File: src/rtl/strhw_msg_driver_if.sv
// Streebog message-driver bundle: 64-bit word stream in, digest out, control-logic side.
// cl_state_i encoding: 0=CLEAR, 1=BUSY, 2=READY, 3=DONE.
interface strhw_msg_driver_if;
   logic [63:0]  msg_data_i;
   logic         msg_valid_i;
   logic         msg_ready_o;
   logic         msg_last_i;
   logic [3:0]   msg_bytes_i;
   logic         hash_size_i;
   logic [511:0] hash_o;
   logic         hash_valid_o;
   logic         hash_ready_i;
   logic         busy_o;
   logic         cl_trg_o;
   logic [1:0]   cl_state_i;
   logic [511:0] cl_block_o;
   logic [6:0]   cl_block_size_o;
   logic         cl_hash_size_o;
   logic [511:0] cl_hash_i;

   modport master (
      input  msg_data_i, msg_valid_i, msg_last_i, msg_bytes_i, hash_size_i,
             hash_ready_i, cl_state_i, cl_hash_i,
      output msg_ready_o, hash_o, hash_valid_o, busy_o, cl_trg_o,
             cl_block_o, cl_block_size_o, cl_hash_size_o
   );

   modport slave (
      output msg_data_i, msg_valid_i, msg_last_i, msg_bytes_i, hash_size_i,
             hash_ready_i, cl_state_i, cl_hash_i,
      input  msg_ready_o, hash_o, hash_valid_o, busy_o, cl_trg_o,
             cl_block_o, cl_block_size_o, cl_hash_size_o
   );
endinterface

File: src/rtl/strhw_msg_driver.sv
// Packs 64-bit message words into 512-bit blocks and sequences the Streebog control logic.
// Words accepted only in IDLE/FILL; digest held on hash_o until hash_ready_i, blocking new messages.
module strhw_msg_driver #(
   parameter int GUARD_CYCLES = 2
) (
   input  logic                clk_i,
   input  logic                rst_ni,
   strhw_msg_driver_if.master  bus
);

   localparam logic [1:0] CL_CLEAR = 2'd0;
   localparam logic [1:0] CL_BUSY  = 2'd1;
   localparam logic [1:0] CL_READY = 2'd2;
   localparam logic [1:0] CL_DONE  = 2'd3;
   localparam int         GW       = $clog2(GUARD_CYCLES + 1);

   typedef enum logic [3:0] {
      S_GUARD, S_IDLE, S_FILL, S_START, S_WAIT_BUSY,
      S_WAIT_RESULT, S_PAD, S_HASH_OUT, S_RELEASE
   } fsm_t;

   fsm_t           state_q;
   logic [GW-1:0]  guard_cnt_q;
   logic [2:0]     k_q;
   logic [511:0]   block_q;
   logic [6:0]     size_q;
   logic           hash_sz_q;
   logic           last_seen_q;
   logic           msg_ready_q;
   logic           trg_q;
   logic           hash_valid_q;
   logic [511:0]   hash_q;
   logic           busy_q;

   logic [3:0]     n_eff;
   logic [63:0]    word_m;
   logic           accept;

   // Bytes past the final word's count are forced to zero; counts above 8 saturate.
   always_comb begin
      n_eff = 4'd8;
      if (bus.msg_last_i && (bus.msg_bytes_i < 4'd8))
         n_eff = bus.msg_bytes_i;
      word_m = '0;
      for (int j = 0; j < 8; j++)
         if (j < int'(n_eff))
            word_m[8*j +: 8] = bus.msg_data_i[8*j +: 8];
   end

   assign accept = bus.msg_valid_i & msg_ready_q;

   always_ff @(posedge clk_i or negedge rst_ni) begin
      if (!rst_ni) begin
         state_q      <= S_GUARD;
         guard_cnt_q  <= '0;
         k_q          <= '0;
         block_q      <= '0;
         size_q       <= '0;
         hash_sz_q    <= 1'b0;
         last_seen_q  <= 1'b0;
         msg_ready_q  <= 1'b0;
         trg_q        <= 1'b0;
         hash_valid_q <= 1'b0;
         hash_q       <= '0;
         busy_q       <= 1'b0;
      end else begin
         trg_q  <= 1'b0;
         busy_q <= 1'b1;
         case (state_q)
            S_GUARD: begin
               if (bus.cl_state_i == CL_CLEAR) begin
                  if (guard_cnt_q == GW'(GUARD_CYCLES - 1)) begin
                     guard_cnt_q <= '0;
                     msg_ready_q <= 1'b1;
                     busy_q      <= 1'b0;
                     state_q     <= S_IDLE;
                  end else begin
                     guard_cnt_q <= guard_cnt_q + 1'b1;
                  end
               end else begin
                  guard_cnt_q <= '0;
               end
            end
            S_IDLE: begin
               if (accept) begin
                  hash_sz_q <= bus.hash_size_i;
                  block_q   <= {448'd0, word_m};
                  size_q    <= {3'd0, n_eff};
                  if (bus.msg_last_i) begin
                     last_seen_q <= 1'b1;
                     msg_ready_q <= 1'b0;
                     trg_q       <= 1'b1;
                     state_q     <= S_START;
                  end else begin
                     last_seen_q <= 1'b0;
                     k_q         <= 3'd1;
                     state_q     <= S_FILL;
                  end
               end else begin
                  busy_q <= 1'b0;
               end
            end
            S_FILL: begin
               if (accept) begin
                  block_q[{k_q, 6'd0} +: 64] <= word_m;
                  size_q <= size_q + {3'd0, n_eff};
                  if (bus.msg_last_i || (k_q == 3'd7)) begin
                     last_seen_q <= bus.msg_last_i;
                     msg_ready_q <= 1'b0;
                     trg_q       <= 1'b1;
                     state_q     <= S_START;
                  end else begin
                     k_q <= k_q + 3'd1;
                  end
               end
            end
            S_START: state_q <= S_WAIT_BUSY;
            S_WAIT_BUSY: begin
               if (bus.cl_state_i == CL_BUSY)
                  state_q <= S_WAIT_RESULT;
            end
            S_WAIT_RESULT: begin
               if (bus.cl_state_i == CL_READY) begin
                  if (last_seen_q) begin
                     state_q <= S_PAD;
                  end else begin
                     block_q     <= '0;
                     size_q      <= '0;
                     k_q         <= '0;
                     msg_ready_q <= 1'b1;
                     state_q     <= S_FILL;
                  end
               end else if (bus.cl_state_i == CL_DONE) begin
                  hash_q       <= hash_sz_q ? {256'd0, bus.cl_hash_i[255:0]} : bus.cl_hash_i;
                  hash_valid_q <= 1'b1;
                  state_q      <= S_HASH_OUT;
               end
            end
            // Message ended exactly on a block boundary: the control logic needs an empty block.
            S_PAD: begin
               block_q <= '0;
               size_q  <= '0;
               trg_q   <= 1'b1;
               state_q <= S_START;
            end
            S_HASH_OUT: begin
               if (bus.hash_ready_i) begin
                  hash_valid_q <= 1'b0;
                  trg_q        <= 1'b1;
                  state_q      <= S_RELEASE;
               end
            end
            S_RELEASE: begin
               guard_cnt_q <= '0;
               state_q     <= S_GUARD;
            end
            default: state_q <= S_GUARD;
         endcase
      end
   end

   assign bus.msg_ready_o     = msg_ready_q;
   assign bus.hash_o          = hash_q;
   assign bus.hash_valid_o    = hash_valid_q;
   assign bus.busy_o          = busy_q;
   assign bus.cl_trg_o        = trg_q;
   assign bus.cl_block_o      = block_q;
   assign bus.cl_block_size_o = size_q;
   assign bus.cl_hash_size_o  = hash_sz_q;

endmodule

File: src/flat_wrapper.sv
// flat-port wrapper written by rule: the top's interface ports become plain ports
module strhw_msg_driver_flat 
#(
   parameter int GUARD_CYCLES = 2
)
  (clk_i, rst_ni, bus_msg_data_i, bus_msg_valid_i, bus_msg_last_i, bus_msg_bytes_i, bus_hash_size_i, bus_hash_ready_i, bus_cl_state_i, bus_cl_hash_i, bus_msg_ready_o, bus_hash_o, bus_hash_valid_o, bus_busy_o, bus_cl_trg_o, bus_cl_block_o, bus_cl_block_size_o, bus_cl_hash_size_o);
  strhw_msg_driver_if bus_i ();
  input  logic clk_i;
  input  logic rst_ni;
  input wire logic [$bits(bus_i.msg_data_i)-1:0] bus_msg_data_i;
  input wire logic [$bits(bus_i.msg_valid_i)-1:0] bus_msg_valid_i;
  input wire logic [$bits(bus_i.msg_last_i)-1:0] bus_msg_last_i;
  input wire logic [$bits(bus_i.msg_bytes_i)-1:0] bus_msg_bytes_i;
  input wire logic [$bits(bus_i.hash_size_i)-1:0] bus_hash_size_i;
  input wire logic [$bits(bus_i.hash_ready_i)-1:0] bus_hash_ready_i;
  input wire logic [$bits(bus_i.cl_state_i)-1:0] bus_cl_state_i;
  input wire logic [$bits(bus_i.cl_hash_i)-1:0] bus_cl_hash_i;
  output wire logic [$bits(bus_i.msg_ready_o)-1:0] bus_msg_ready_o;
  output wire logic [$bits(bus_i.hash_o)-1:0] bus_hash_o;
  output wire logic [$bits(bus_i.hash_valid_o)-1:0] bus_hash_valid_o;
  output wire logic [$bits(bus_i.busy_o)-1:0] bus_busy_o;
  output wire logic [$bits(bus_i.cl_trg_o)-1:0] bus_cl_trg_o;
  output wire logic [$bits(bus_i.cl_block_o)-1:0] bus_cl_block_o;
  output wire logic [$bits(bus_i.cl_block_size_o)-1:0] bus_cl_block_size_o;
  output wire logic [$bits(bus_i.cl_hash_size_o)-1:0] bus_cl_hash_size_o;
  assign bus_i.msg_data_i = bus_msg_data_i;
  assign bus_i.msg_valid_i = bus_msg_valid_i;
  assign bus_i.msg_last_i = bus_msg_last_i;
  assign bus_i.msg_bytes_i = bus_msg_bytes_i;
  assign bus_i.hash_size_i = bus_hash_size_i;
  assign bus_i.hash_ready_i = bus_hash_ready_i;
  assign bus_i.cl_state_i = bus_cl_state_i;
  assign bus_i.cl_hash_i = bus_cl_hash_i;
  assign bus_msg_ready_o = bus_i.msg_ready_o;
  assign bus_hash_o = bus_i.hash_o;
  assign bus_hash_valid_o = bus_i.hash_valid_o;
  assign bus_busy_o = bus_i.busy_o;
  assign bus_cl_trg_o = bus_i.cl_trg_o;
  assign bus_cl_block_o = bus_i.cl_block_o;
  assign bus_cl_block_size_o = bus_i.cl_block_size_o;
  assign bus_cl_hash_size_o = bus_i.cl_hash_size_o;
  strhw_msg_driver #(.GUARD_CYCLES(GUARD_CYCLES)) u_core (.clk_i(clk_i), .rst_ni(rst_ni), .bus(bus_i));
endmodule
File: config.mk
export PLATFORM = sky130hd
export DESIGN_NAME = strhw_msg_driver_flat
export DESIGN_NICKNAME = d
export VERILOG_FILES = /design/src/rtl/strhw_msg_driver_if.sv /design/src/rtl/strhw_msg_driver.sv /design/src/flat_wrapper.sv
export SDC_FILE = /design/constraint.sdc
export NUM_CORES = 2
export LEC_CHECK = 0
export BUFFER_PORTS_ARGS = -buffer_cell sky130_fd_sc_hd__buf_2
export CAP_MARGIN = 20
export CORE_AREA = 3 3 629 631
export CTS_CLUSTER_DIAMETER = 40
export CTS_CLUSTER_SIZE = 12
export DETAILED_ROUTE_END_ITERATION = 10
export DIE_AREA = 0 0 632 634
export PLACE_DENSITY = 0.3
export SYNTH_ARGS = -nofsm -noshare
export SYNTH_HDL_FRONTEND = slang
export SYNTH_SLANG_ARGS = --single-unit
File: constraint.sdc
create_clock -name clk_i -period 2.7 [get_ports clk_i]
set_clock_uncertainty 0.15 [all_clocks]
set_input_delay 0.54 -clock clk_i [delete_from_list [all_inputs] [get_ports clk_i]]
set_output_delay 0.54 -clock clk_i [all_outputs]
set_load 0.02 [all_outputs]
==> qor.yml <==
tightest_slew_ns: 0.9435
netlist_area_um2: 42520
synth.avg_cell_area_um2: 9.093
crit_start: "u_core.bus.hash_o[425]$_DFFE_PN0P_"
dr_total_vias: 44990
r2r_start: "u_core.k_q[0]$_DFFE_PN0P_"
crit_fanout: 2
cp.depth: 1
grt_antenna_before_repair: 199
layout_min_cycle_time_ns: 2.629
critPathKind: "flip-flop to output pin"
rsz0062_at_grt: "true"
syn-instance-count: 4676
cp_slowest_stage_delay_ns: 0.77
fmax_mhz: 380.4
critical_path.cell_chain: "buf_2"
synth_edf_count: 0
startpoint_type: "flip-flop"
worst_slack_ns: 0.07097
final_core_util: 0.1927
drt_iter0_markers: 3162
start_util: 0.1091
gp_congestion: 0.9452
port_buffers: 1623
rows: 229
ys_ff_latch: 1046
die_h_um: 634
finalCritPeriodShare: 0.9737
hp-class: "input pin to asynchronous set/reset pin"
fin_nets: 7648
dr.pass1.iters: 6
pre_cts_slack_ns: -0.08555
pwr_density_cell_nw_per_um2: 1270
cp_slowest_cell: "dfrtp_1"
grt_pass1_vias: 46160
critical_path_buf_inv_count: 1
clk_latency_ns: 0.88
synth_flop_cell: "dfrtp_1"
peakVddDrop_mv: 0.5514
track_usage: 0.1687
viasPerCell: 3.592
grt_max_degree: 138
ant_nets: 0
n_fill_cell: 43720
ys_warn_count: 0
arrival_ns: 1.94
cts.clk_slew.worst_paths_ns: 0.04
die_area_um2: 400700
cpLargestDelayFamily: "flip-flops"
synth_cell_types: 61
register_area_um2: 26180
routed_wl_um: 354800
p_leak_nw: 37.27
cts.path.max_buffers: 4
core_um2: 389700
grt_overflow_total: 0
cts_tree: "done"
finalHoldViolCount: 0
grt_first_pass_wirelength_um: 456700
clkSinkCount: 1046
r2r_cells: 10
fp.dieW_um: 632
dpl.hpwl_um: 286900
final_cell_area_um2: 75110
crit_required_ns: 2.01
endpoint_kind: "output pin"
async_reset_ff_frac: 1.000
cts_max_level: 5
synth_nets: 5272
layout-drive-gt1-share: 0.3312
ioPinCount: 1624
yosysSeqAreaShare: 0.6156
slew_violations: 0
numCtsBuffers: 293
finalSetupViolations: 0
slew_headroom: 0.3710
multi_input_area_um2: 14860
syn_to_final_growth_pct: 76.63
status: "finished clean"
placed_cell_area_um2: 58920
maxCapViolations: 0
routedWlPerCell_um: 28.32
clockRootBuffer: "clkbuf_16"
drc_errors: 0
state kept, by name (all words and copies together), names as in the netlist:
name	flops
u_core.state_q	4
u_core.bus.busy_o	1
u_core.guard_cnt_q	2
u_core.bus.hash_o	512
u_core.last_seen_q	1
u_core.bus.cl_block_o	512
u_core.bus.cl_hash_size_o	1
u_core.bus.cl_trg_o	1
u_core.k_q	3
u_core.bus.hash_valid_o	1
u_core.bus.cl_block_size_o	7
u_core.bus.msg_ready_o	1
worst paths after layout:
kind / slack (ns) / to
worst min-delay path: 0.1 / u_core.bus.hash_o[361]$_DFFE_PN0P_
min in group clk_i: 0.14 / u_core.bus.cl_block_size_o[0]$_DFFE_PN0P_
worst max register to register: 0.10 / u_core.bus.cl_block_o[190]$_DFFE_PN0P_
max in group asynchronous: 1.10 / u_core.bus.cl_block_o[21]$_DFFE_PN0P_
worst min register to register: 0.31 / u_core.bus.hash_o[449]$_DFFE_PN0P_
worst max-delay path: 0.07 / bus_hash_o[425]
metal layers:
metal  wire [µm]  track usage  vias to the layer above
met5         471     0.005257                        -
met4       10900      0.04535                       28
met3       38300      0.07679                      648
met2      157800       0.2636                     2003
met1      147300       0.2080                    22480
li1            -            -                    19840
cell usage after synthesis, types with 7 or more instances:
cell type  count  area, µm²
nand2_1     2258       8476
nand3b_1     257       1929
clkbuf_1     308       1156
a21oi_1      453       2267
buf_2         51      255.2
inv_1          8      30.03
buf_1         11      41.29
and2_1        64      400.4
dfrtp_1     1046      26180
nand2b_1       8      50.05
nand3_1        7      35.03
ha_1           7      87.58
o2bb2ai_1     64      560.5
nor2_1        21      78.83
buf_6         13      146.4
layout by cell type (no fill, tap or decap), drive strengths merged, types with 2 or more instances in the layout:
| master | instances |
|---|---|
| a211oi | 2 |
| a21o | 4 |
| a21oi | 453 |
| a221oi | 2 |
| a22oi | 5 |
| a31oi | 3 |
| and2 | 70 |
| and3 | 3 |
| buf | 1879 |
| bufinv | 27 |
| clkbuf | 405 |
| clkinv | 70 |
| clkinvlp | 14 |
| dfrtp | 1046 |
| diode | 44 |
| dlygate4sd3 | 581 |
| ha | 7 |
| inv | 25 |
| mux2 | 3 |
| nand2 | 2258 |
| nand2b | 8 |
| nand3 | 7 |
| nand3b | 257 |
| nor2 | 22 |
| nor2b | 3 |
| nor3 | 9 |
| nor3b | 3 |
| nor4 | 5 |
| o211ai | 2 |
| o21ai | 10 |
| o2bb2ai | 64 |
| or3 | 5 |
| or3b | 2 |
| or4 | 4 |
| xnor2 | 5 |
| xor2 | 2 |
where the power goes:
part	total, mW	internal (mW)	switching, mW	leakage (nW)
Sequential	25.2	21.0	4.24	14.0
Combinational	34.5	9.75	24.8	18.4
Clock	35.6	24.1	11.5	4.92
Total	95.4	54.8	40.5	37.3
timing repair:
item                                    4_1_cts  5_1_grt
endpoints found under the setup margin      123      159
resized for setup                             7       23
cloned                                        0        5
endpoints found under the hold margin       711        0
hold buffers                                581        0
buffers inserted                              1        0
pin swaps                                     1        2
stage by stage:
stage	instances	hold slack [ns]	total power, mW	TNS, ns
after global routing	12500	0.08279	100.2	-0.01574
after detailed placement	11370	0.2998	59.24	-1.806
after floorplan	4676	0.09441	39.25	0
after CTS	12480	0.01929	96.76	0
after global placement	11370	0.2983	59.20	-5.007
final	12530	0.09690	95.36	0
cell type report:
class | instances | share of cell area
repair buffers | 2465 | 0.2317
well taps | 5197 | 0.08658
inverters | 8 | 0.0003998
clock inverters | 128 | 0.02231
multi-input cells | 3238 | 0.1979
flip-flops and latches | 1046 | 0.3486
clock buffers | 400 | 0.1110
diodes | 44 | 0.001466
cells by family (layout without fill, tap and decap cells):
group	after synthesis	in the layout	share of synthesized area
buf+inv	392	3001	0.03849
simple gates	2661	2661	0.2672
compound gates	559	559	0.07392
xor+xnor	7	7	0.001442
flops	1046	1046	0.6156
fa+ha+maj	8	8	0.002531
mux	3	3	0.0007944
other cells	0	44	0
No activity file was read; power rests on OpenSTA's default activity.
